===== config.mk =====
export PLATFORM = sky130hd
export DESIGN_NAME = sdr_port_arbiter
export DESIGN_NICKNAME = d
export VERILOG_FILES = /design/src/rtl/sdr_port_arbiter.sv
export SDC_FILE = /design/constraint.sdc
export NUM_CORES = 1
export LEC_CHECK = 0
export ABC_AREA = 1
export CORE_AREA = 4 4 209 211
export DETAILED_ROUTE_END_ITERATION = 10
export DIE_AREA = 0 0 213 215
export GPL_ROUTABILITY_DRIVEN = 0
export PLACE_DENSITY = 0.65
export SLEW_MARGIN = 20
export SYNTH_ARGS = -nofsm -noshare
export SYNTH_HDL_FRONTEND = slang
export SYNTH_SLANG_ARGS = --single-unit

===== constraint.sdc =====
create_clock -name clk -period 1.85 [get_ports clk]
set_input_delay 0.37 -clock clk [delete_from_list [all_inputs] [get_ports clk]]
set_output_delay 0.37 -clock clk [all_outputs]
set_load 0.02 [all_outputs]

===== src/rtl/sdr_port_arbiter.sv =====
// Round-robin arbiter sharing one avalon_sdr engine between the ray-fetch reader
// and the result writer, with a per-transfer watchdog.
module sdr_port_arbiter #(
  parameter int ADDR_W  = 25,
  parameter int WDATA_W = 224,
  parameter int TIMEOUT = 1023
) (
  input  logic               clk,
  input  logic               reset,
  input  logic               rd_req,
  input  logic [ADDR_W-1:0]  rd_addr,
  output logic               rd_grant,
  output logic               rd_done,
  input  logic               wr_req,
  input  logic [ADDR_W-1:0]  wr_addr,
  input  logic [WDATA_W-1:0] wr_data,
  output logic               wr_grant,
  output logic               wr_done,
  output logic               op_err,
  output logic               timeout_err,
  output logic               busy,
  output logic               sdr_readstart,
  output logic               sdr_writestart,
  output logic [ADDR_W-1:0]  sdr_addr,
  output logic [WDATA_W-1:0] sdr_writedata,
  input  logic               sdr_readend,
  input  logic               sdr_writeend
);

  localparam int CNT_W = $clog2(TIMEOUT + 1);
  localparam logic [CNT_W-1:0] CNT_LIMIT = CNT_W'(TIMEOUT);

  typedef enum logic [2:0] {
    IDLE,
    RD_START,
    RD_WAIT,
    WR_START,
    WR_WAIT
  } state_t;

  state_t           state, state_d;
  logic             last_wr;
  logic [CNT_W-1:0] wdog;
  logic             grant_rd, grant_wr;
  logic             fin, expire;

  always_ff @(posedge clk or negedge reset) begin
    if (!reset) state <= IDLE;
    else        state <= state_d;
  end

  // End strobe takes priority over watchdog expiry on the same edge.
  always_comb begin
    state_d  = state;
    grant_rd = 1'b0;
    grant_wr = 1'b0;
    fin      = 1'b0;
    expire   = 1'b0;
    case (state)
      IDLE: begin
        if (rd_req && (!wr_req || last_wr)) begin
          grant_rd = 1'b1;
          state_d  = RD_START;
        end else if (wr_req) begin
          grant_wr = 1'b1;
          state_d  = WR_START;
        end
      end
      RD_START: state_d = RD_WAIT;
      WR_START: state_d = WR_WAIT;
      RD_WAIT: begin
        if (sdr_readend)            fin    = 1'b1;
        else if (wdog == CNT_LIMIT) expire = 1'b1;
        if (sdr_readend || wdog == CNT_LIMIT) state_d = IDLE;
      end
      WR_WAIT: begin
        if (sdr_writeend)           fin    = 1'b1;
        else if (wdog == CNT_LIMIT) expire = 1'b1;
        if (sdr_writeend || wdog == CNT_LIMIT) state_d = IDLE;
      end
      default: state_d = IDLE;
    endcase
  end

  assign sdr_readstart  = (state == RD_START);
  assign sdr_writestart = (state == WR_START);
  assign rd_grant       = (state == RD_START);
  assign wr_grant       = (state == WR_START);
  assign busy           = (state != IDLE);

  always_ff @(posedge clk or negedge reset) begin
    if (!reset) begin
      last_wr       <= 1'b1;
      wdog          <= '0;
      rd_done       <= 1'b0;
      wr_done       <= 1'b0;
      op_err        <= 1'b0;
      timeout_err   <= 1'b0;
      sdr_addr      <= '0;
      sdr_writedata <= '0;
    end else begin
      rd_done <= (state == RD_WAIT) && (fin || expire);
      wr_done <= (state == WR_WAIT) && (fin || expire);
      op_err  <= expire;
      if (expire) timeout_err <= 1'b1;

      // Engine-side address/payload only move on a grant edge.
      if (grant_rd) begin
        sdr_addr <= rd_addr;
        last_wr  <= 1'b0;
      end
      if (grant_wr) begin
        sdr_addr      <= wr_addr;
        sdr_writedata <= wr_data;
        last_wr       <= 1'b1;
      end

      if (state == RD_START || state == WR_START)
        wdog <= '0;
      else if ((state == RD_WAIT || state == WR_WAIT) && wdog != '1)
        wdog <= wdog + 1'b1;
    end
  end

endmodule


==> results.md <==
- Worst IR drop on VDD: 0.00104 V
- Largest net degree at the start of global routing: 63
- Syn Nets: 1030
- Initial antenna violation count: 1
- Final hold slack: 0.374 ns
- Highest Clock Rate: 530 MHz
- Remaining global-route overflow: 0
- GRT Total Usage: 0.151
- Crit share post-route: 1.02
- Die H: 215 µm
- Vias in the first global route: 8988
- Final setup vio count: 2
- Most frequent cell after synthesis: dfrtp_1
- CP Class: reg -> out
- Clock sink total: 267
- Ant diodes: 0
- Final hold vios: 0
- Number of H-tree levels: 1
- First-pass detailed-route iteration total: 4
- Syn-to-layout area delta: 63.5%
- CP Capture Type: output port
- Number of synthesis warnings: 0
- Placed insts: 1844
- Worst-skew pair later-pin latency: 0.56 ns
- Status: finished, violations left
- MaxCap Viol Count: 0
- Post-route DRC violation count: 0
- Fill cell count: 3866
- Cell Count, Final, Fillers Out: 1906
- Layout cell share with drive strength beyond 1: 0.259
- Num rows: 75
- Global-route wire length before repair: 54600 µm
- Nets: 1625
- Flip-flop and latch area: 6680 µm²
- Core area: 41800 µm²
- Die X: 213 µm
- Root Driver: clkbuf_16
- Deepest clock path buffer count: 3
- Rel. slew slack: 0.626
- Fin crit period: 1.89 ns
- Critical Path Start Type: register
- Clock transition at the registers of the reported paths: 0.06 ns
- Hold WC Path Type: in -> async
- Pins Over Slew Limit: 0
- Port bufs: 537
- Synth Cell Area: 11200 µm²
- Pleak: 8.84 nW
- Unrepaired setup endpoints after global routing: yes
- Slew @ Worst Pin: 0.561 ns
- DR vias/cell: 4.34
- Setup tns final: -0.0745 ns
- Worst EP arrival: 1.52 ns
- WP data required: 1.48 ns
- Antenna Nets Post-Route: 0
- #FFs+latches synth: 267
- Initial DRC Count: 369
- Initial Utilization: 0.269
- CTS buffer count: 31
- Routed WL per cell: 19.1 µm
- Worst Slack Setup Final: -0.0376 ns
- Dpl hpwl: 28100 µm
- Failing checks: setup timing
- Syn Area/Cell: 15.0 µm²
- Fin Clk Skew: 0.00721 ns
- CP Max Fanout: 3
- Largest area contributor in the netlist: dfrtp_1
- Synth cell types: 30
- Synth top area share: 0.592
- Final wirelength: 36400 µm
- Synth top area cells: dfrtp_1, mux2_4, mux2_2
- Post-Synthesis Cells: 749
- Synth cell count leaders: dfrtp_1, mux2_4, nand2_1
- Most used flip-flop cell after synthesis: dfrtp_1
- Io pins: 538
- CTS tree: built
- Seq/Total Area, Yosys: 0.594
- Die ar.: 45800 µm²
- Post-synth ARST share: 1.00
- DR vias: 8280
- Number of synthesized flops with an enable pin: 0
- PD cells: 1810 nW/µm²
- Multi-input gate area: 4190 µm²
## final timing paths
check / startpoint / to / slack (ns) / cells past startpoint
setup reg to reg: state[2] / sdr_writedata[202] / 0.12 / 6
min in group clk: wr_data[205] / sdr_writedata[205] / 0.41 / 2
setup / recovery: state[2] / rd_grant / -0.04 / 5
hold reg to reg: timeout_err / timeout_err / 0.48 / 1
hold / removal: reset / sdr_writedata[75] / 0.37 / 2
max in group asynchronous: reset / sdr_writedata[32] / 0.80 / 3
## sequential cells by signal (all words and copies together), names as in the netlist
name           flops
last_wr            1
timeout_err        1
wdog              10
rd_done            1
sdr_addr          25
op_err             1
wr_done            1
state              3
sdr_writedata    224
## kinds of logic (layout without fill, tap and decap cells)
family | Yosys count | after routing | synth area share
flops | 267 | 267 | 0.594
mux | 224 | 224 | 0.281
compound gates | 38 | 38 | 0.0242
fa+ha+maj | 1 | 1 | 0.00111
xor+xnor | 4 | 4 | 0.00312
buf+inv | 65 | 683 | 0.0367
simple gates | 150 | 150 | 0.0597
## final cells by class
| cell class | instances | area share |
|---|---|---|
| Sequential cell | 267 | 0.363 |
| Clock buffer | 45 | 0.0483 |
| Inverter | 26 | 0.00558 |
| Tap cell | 539 | 0.0367 |
| Multi-Input combinational cell | 417 | 0.228 |
| Timing Repair Buffer | 601 | 0.312 |
| Clock inverter | 11 | 0.00619 |
## placed cells by master (no fill, tap or decap), types with 2 or more instances in the layout
master,instances
clkdlybuf4s50_1,278
dfrtp_1,266
dlygate4sd2_1,253
mux2_4,170
nand2_1,68
nand3_1,62
mux2_2,50
buf_4,47
clkbuf_16,31
o21a_1,25
inv_1,21
buf_12,14
clkbuf_1,8
buf_6,7
nor2_1,6
clkinv_2,6
clkbuf_8,6
o21ai_0,5
nand4_1,5
mux2_1,4
nor2_2,3
inv_2,3
a21oi_1,3
xor2_1,3
nor2_4,2
o22ai_1,2
inv_4,2
a21oi_4,2
bufinv_16,2
clkinvlp_4,2
## worst max-delay path: stages (launching register included)
cell     delay, ns
dfrtp_1       0.42
nor2_4        0.13
inv_2         0.07
nor2_2        0.09
buf_6         0.13
buf_6         0.11
## metrics by stage
| stage | total power, W | setup WS [ns] | cell area [µm²] | utilization |
|---|---|---|---|---|
| 2_1_floorplan | 0.0205 | 0.110 | 11200 | - |
| 3_3_place_gp | 0.0291 | -0.306 | 17600 | 0.422 |
| 3_5_place_dp | 0.0294 | -0.328 | 17600 | 0.422 |
| 4_1_cts | 0.0336 | -0.132 | 18300 | 0.439 |
| 5_1_grt | 0.0350 | -0.125 | 18400 | 0.440 |
| 6_report | 0.0332 | -0.0376 | 18400 | 0.440 |
## metal layers
metal  GRT usage  part of all wire
met5           0           0.00036
met4      0.0449             0.030
met3      0.0451             0.081
met2       0.267              0.51
met1       0.177              0.38
## what timing repair did
action                     in CTS  in global routing
buffers inserted                2                  3
hold buffers                    1                  0
hold endpoints to repair       50                  0
setup endpoints to repair     259                  9
pin swaps                       2                  4
resized for setup             287                  7
## power breakdown
group          total [W]  internal [W]  switching (W)  leakage, nW
Sequential        0.0104       0.00878        0.00165         3.16
Clock            0.00600       0.00358        0.00242        0.491
Combinational     0.0168       0.00846        0.00833         5.19
Power figures use the tool's default switching activity.
==> RTL edit 1: new RTL, same flow settings <==
The parameter `TIMEOUT` goes from 1023 to 511.
--- a/src/rtl/sdr_port_arbiter.sv
+++ b/src/rtl/sdr_port_arbiter.sv
@@ -3,7 +3,7 @@
 module sdr_port_arbiter #(
   parameter int ADDR_W  = 25,
   parameter int WDATA_W = 224,
-  parameter int TIMEOUT = 1023
+  parameter int TIMEOUT = 511
 ) (
   input  logic               clk,
   input  logic               reset,
Function: no difference found for any inputs over 4 cycles, from zero or initial values and one cycle with reset low; that may be too few to reach the edited logic, so the function may still have changed.
==> RTL edit 1 against the original RTL <==
- routed wire length increased by 14%
- synthesized area fell by 1.8%
- total power fell by 5.7%
- design area shrank 0.80%
- count of clock-buffer cells in the layout increased by 1
- sequential cell count down 1
- core utilization is 0.35 points lower
- final cell count rose by 26%
- die area stayed put
- clock power up 0.7%
- clock skew grew 4.7 ps
- setup slack better by 73 ps
==> RTL edit 1: results (changes against the original RTL) <==
register area share after synthesis 60.28% (+0.87 points); most frequent cell after synthesis nand2_1; First DRT Iteration DRCs 786 (+110%); Net Switching 13.55 mW (+9.4%); multiplexer share of the synthesized area 0% (-28 points); Worst path max stage delay 350 ps (-70 ps); VDD IR-drop max 732.4 µV (-30%); worst hold slack 370.6 ps (-3.810 ps); share of power burned in registers 31.6% (+0.2 points); CP bufs+invs 1 (-2); Synth top cells by count 593 x nand2_1, 265 x dfrtp_1, 255 x nand3_1, 60 x buf_2, 30 x o21ai_0; status finished clean; relative slew slack 66.23% (+3.7 points); Post-Synth Adder-Cell Area 0.3399% (+0.23 points); post-CTS setup buffer count 1 (-1); dominant cells by area after synthesis dfrtp_1 60%, nand2_1 20%, nand3_1 12%, buf_2 2.7%, o21ai_0 1.4%; Synth Area in Compound Gates 1.643% (-0.78 points); CTS buffer count 30 (-3.2%); Placed Area 17400 µm² (-1.2%); P_clk 6.04 mW (+0.7%); cts repair resizes 283 (-1.4%); Total GRT Usage 17.19% (+2.1 points); Routed WL 41380 µm (+14%); leakage 9.554 nW (+8.1%); CP arrival 2280 ps (+760 ps); reg2reg path depth 11 (+5); final net count 2124 (+31%); Seq group 9.90 mW (-5%)
[RTL edit 1: cell type report]
class / instances / area, µm²
well taps: 539 / 674.4
repair buffers: 607 / 5831
clock buffers: 46 / 922.1
multi-input cells: 917 / 3975
diodes: 1 / 2.502
clock inverters: 9 / 101.3
fillers: 4134 / 23520
inverters: 19 / 76.32
flip-flops and latches: 266 / 6660
[RTL edit 1: cell families after synthesis]
| logic type | count (synthesis) |
|---|---|
| AND/OR/NAND/NOR | 879 |
| XOR/XNOR | 1 |
| adder cells (fa/ha/maj) | 3 |
| flip-flops | 266 |
| AO/OA/AOI/OAI | 34 |
| buffers and inverters | 111 |
[RTL edit 1: routing by layer]
layer  part of all wire, %  global-route usage (%)  vias to the layer above
li1                      -                       -                     5243
met1                    41                   21.75                     5183
met2                    48                   29.20                      411
met3                   7.5                   3.690                       79
met4                   3.2                   5.669                        0
met5                     0                       0                        -
==> RTL edit 2: new RTL, config.mk and constraints unchanged <==
Made on the original files. Register the output `op_err` once more, cleared by the reset; this adds one clock of latency there. The other outputs are not delayed to match.
--- a/src/rtl/sdr_port_arbiter.sv
+++ b/src/rtl/sdr_port_arbiter.sv
@@ -37,6 +37,8 @@
     WR_START,
     WR_WAIT
   } state_t;
+
+  logic op_err_s0;
 
   state_t           state, state_d;
   logic             last_wr;
@@ -94,14 +96,14 @@
       wdog          <= '0;
       rd_done       <= 1'b0;
       wr_done       <= 1'b0;
-      op_err        <= 1'b0;
+      op_err_s0     <= 1'b0;
       timeout_err   <= 1'b0;
       sdr_addr      <= '0;
       sdr_writedata <= '0;
     end else begin
       rd_done <= (state == RD_WAIT) && (fin || expire);
       wr_done <= (state == WR_WAIT) && (fin || expire);
-      op_err  <= expire;
+      op_err_s0 <= expire;
       if (expire) timeout_err <= 1'b1;
 
       // Engine-side address/payload only move on a grant edge.
@@ -122,5 +124,13 @@
     end
   end
 
+  always_ff @(posedge clk or negedge reset) begin
+    if (!reset) begin
+      op_err <= '0;
+    end else begin
+      op_err <= op_err_s0;
+    end
+  end
+
 endmodule
 
Function: not settled (the Yosys comparison gave no result); the edit may change what the design does.
==> RTL edit 2 against the original RTL <==
- the run still ends with setup timing left
- synthesized area rose by 0.22%
- clock skew rose by 2.9 ps
- global-route usage barely moved
- design area fell by 0.25%
- sequential cell count rose by 1
- total power fell by 0.38%
- routed wire length fell by 0.35%
- maximum frequency rose by 0.67%
- setup slack improved by 12 ps
- die area did not move
==> RTL edit 2: results (changes against the original RTL) <==
warnings from Yosys 0 (unchanged); WL met1 14140 µm (+1.4%); ys async rst share 100.0% (unchanged); vias per cell 4.377 (+0.75%); Final Setup Violations 2 (unchanged); syn nets 1031 (+0.097%); VDD IR-drop max 948.7 µV (-8.9%); CTS root buf clkbuf_16; pre-CTS setup slack -230.2 ps (+98.01 ps); max layer used met4; met2 wire length 17760 µm (-3.4%); CTS buffer count 31 (unchanged); ratio of cells with drive above 1 in the final layout 25.72% (-0.18 points); synthesized instance count 750 (+0.13%); via count 8316 (+0.43%); WL/cell 19.09 µm (about the same); Total GRT Usage 15.09% (-0.030 points); Worst Path Max Fanout 3 (unchanged); dominant cells by area after synthesis dfrtp_1 59%, mux2_4 23%, mux2_2 5.0%, nand3_1 2.8%, nand2_1 2.3%; setup ws final -25.09 ps (+12.47 ps); status complete, but fails checks; Worst path max stage delay 400 ps (-20 ps); Post-synth top flop dfrtp_1; total negative slack -28.48 ps (+46.00 ps); metal3 WL 3187 µm (+8.7%); r2r setup slk 150 ps (+30 ps); largest net degree at the start of global routing 55 (-13%); First DRT Iteration DRCs 412 (+12%); Post-DP HPWL 27950 µm (-0.56%); Hold Path Class in -> async; Crit-path slowest cell dfrtp_1; DP Cell Count 1840 (-0.22%); relative slew slack 74.82% (+12 points); H-Tree Level Count 1 (unchanged); Synth top cells by count 267 x dfrtp_1, 170 x mux2_4, 68 x nand2_1, 63 x nand3_1, 50 x mux2_2; Internal 20.76 mW (-0.28%); initial antenna violation count 0 (-1); clock skew 10.13 ps (+2.926 ps); fillers 3901 (+0.91%); Worst-Skew Late Latency 560 ps (about the same); vias in the first global route 9119 (+1.5%); IO Port Bufs 537 (unchanged); Placed Area 17550 µm² (-0.36%); register area share after synthesis 59.50% (+0.090 points); clock-pin slew on the worst setup and hold paths 60 ps (about the same); leakage 8.822 nW (-0.18%); synth unique cells 30 (unchanged); failing checks setup timing; CTS max path bufs 3 (unchanged); DRT Pass-1 Iters 4 (unchanged); global-route wire length before repair 54740 µm (+0.20%); final net count 1620 (-0.31%)
## RTL edit 2: cell types whose count changed after synthesis
cell / before / now
dfrtp_1: 266 / 267
## RTL edit 2: power by group through the flow
stage	registers [mW]	clock network (mW)	logic, mW
4_1_cts	10.5	6.40	16.7
5_1_grt	10.8	6.64	17.5
3_3_place_gp	10.5	0	18.3
2_1_floorplan	13.8	0	6.77
6_report	10.4	6.18	16.5
3_5_place_dp	10.6	0	18.5
## RTL edit 2: logic make-up (layout without fill, tap and decap cells)
| family | Yosys count | count (layout) | share of synthesized area, % |
|---|---|---|---|
| mux | 224 | 224 | 28.04 |
| compound gates | 38 | 38 | 2.420 |
| fa+ha+maj | 1 | 1 | 0.1110 |
| flops | 268 | 268 | 59.50 |
| simple gates | 150 | 150 | 5.960 |
| buf+inv | 65 | 676 | 3.663 |
| xor+xnor | 4 | 4 | 0.3108 |
## RTL edit 2: layout make-up
cell class | instances | share of cell area (%)
sequential | 268 | 36.57
timing repair buffer | 595 | 30.68
multi-input combinational | 417 | 22.88
clock buffer | 44 | 4.877
tap | 539 | 3.676
clock inverter | 11 | 0.7435
inverter | 26 | 0.5730
## RTL edit 2: final timing paths
check / cells past startpoint / start / to
worst min register to register: 0 / op_err_s0$_DFF_PN0_ / op_err$_DFF_PN0_
min in group clk: 0 / op_err_s0$_DFF_PN0_ / op_err$_DFF_PN0_
worst max-delay path: 5 / state[2]$_DFFE_PN0P_ / sdr_readstart
worst min-delay path: 2 / reset / sdr_writedata[24]$_DFFE_PN0P_
worst max register to register: 7 / state[2]$_DFFE_PN0P_ / sdr_writedata[166]$_DFFE_PN0P_
max in group asynchronous: 4 / reset / sdr_writedata[93]$_DFFE_PN0P_
## RTL edit 2: routing by layer
metal	track usage [%]	vias up
met1	17.83	4111
met3	4.900	65
met5	0	-
met4	4.445	0
met2	26.14	363
li1	-	3777
## RTL edit 2: worst max-delay path: cells and delay by family (launching register included)
kind                   cells  cell delay [ps]
buffers and inverters      3              270
flip-flops                 1              400
AND/OR/NAND/NOR            2              270
## RTL edit 2: through the flow
step	total power, mW	hold WS (ps)	utilization (%)
4_1_cts	33.54	256.9	43.89
6_report	33.09	271.8	43.93
2_1_floorplan	20.57	74.41	-
3_3_place_gp	28.80	249.4	42.04
3_5_place_dp	29.07	253.1	42.04
5_1_grt	34.91	260.3	43.93
## RTL edit 2: timing repair
action                                  4_1_cts  5_1_grt
buffers inserted                              4        0
pin swaps                                     3        3
endpoints found under the hold margin        97        0
resized for setup                           289        6
hold buffers                                  1        0
endpoints found under the setup margin      258        9
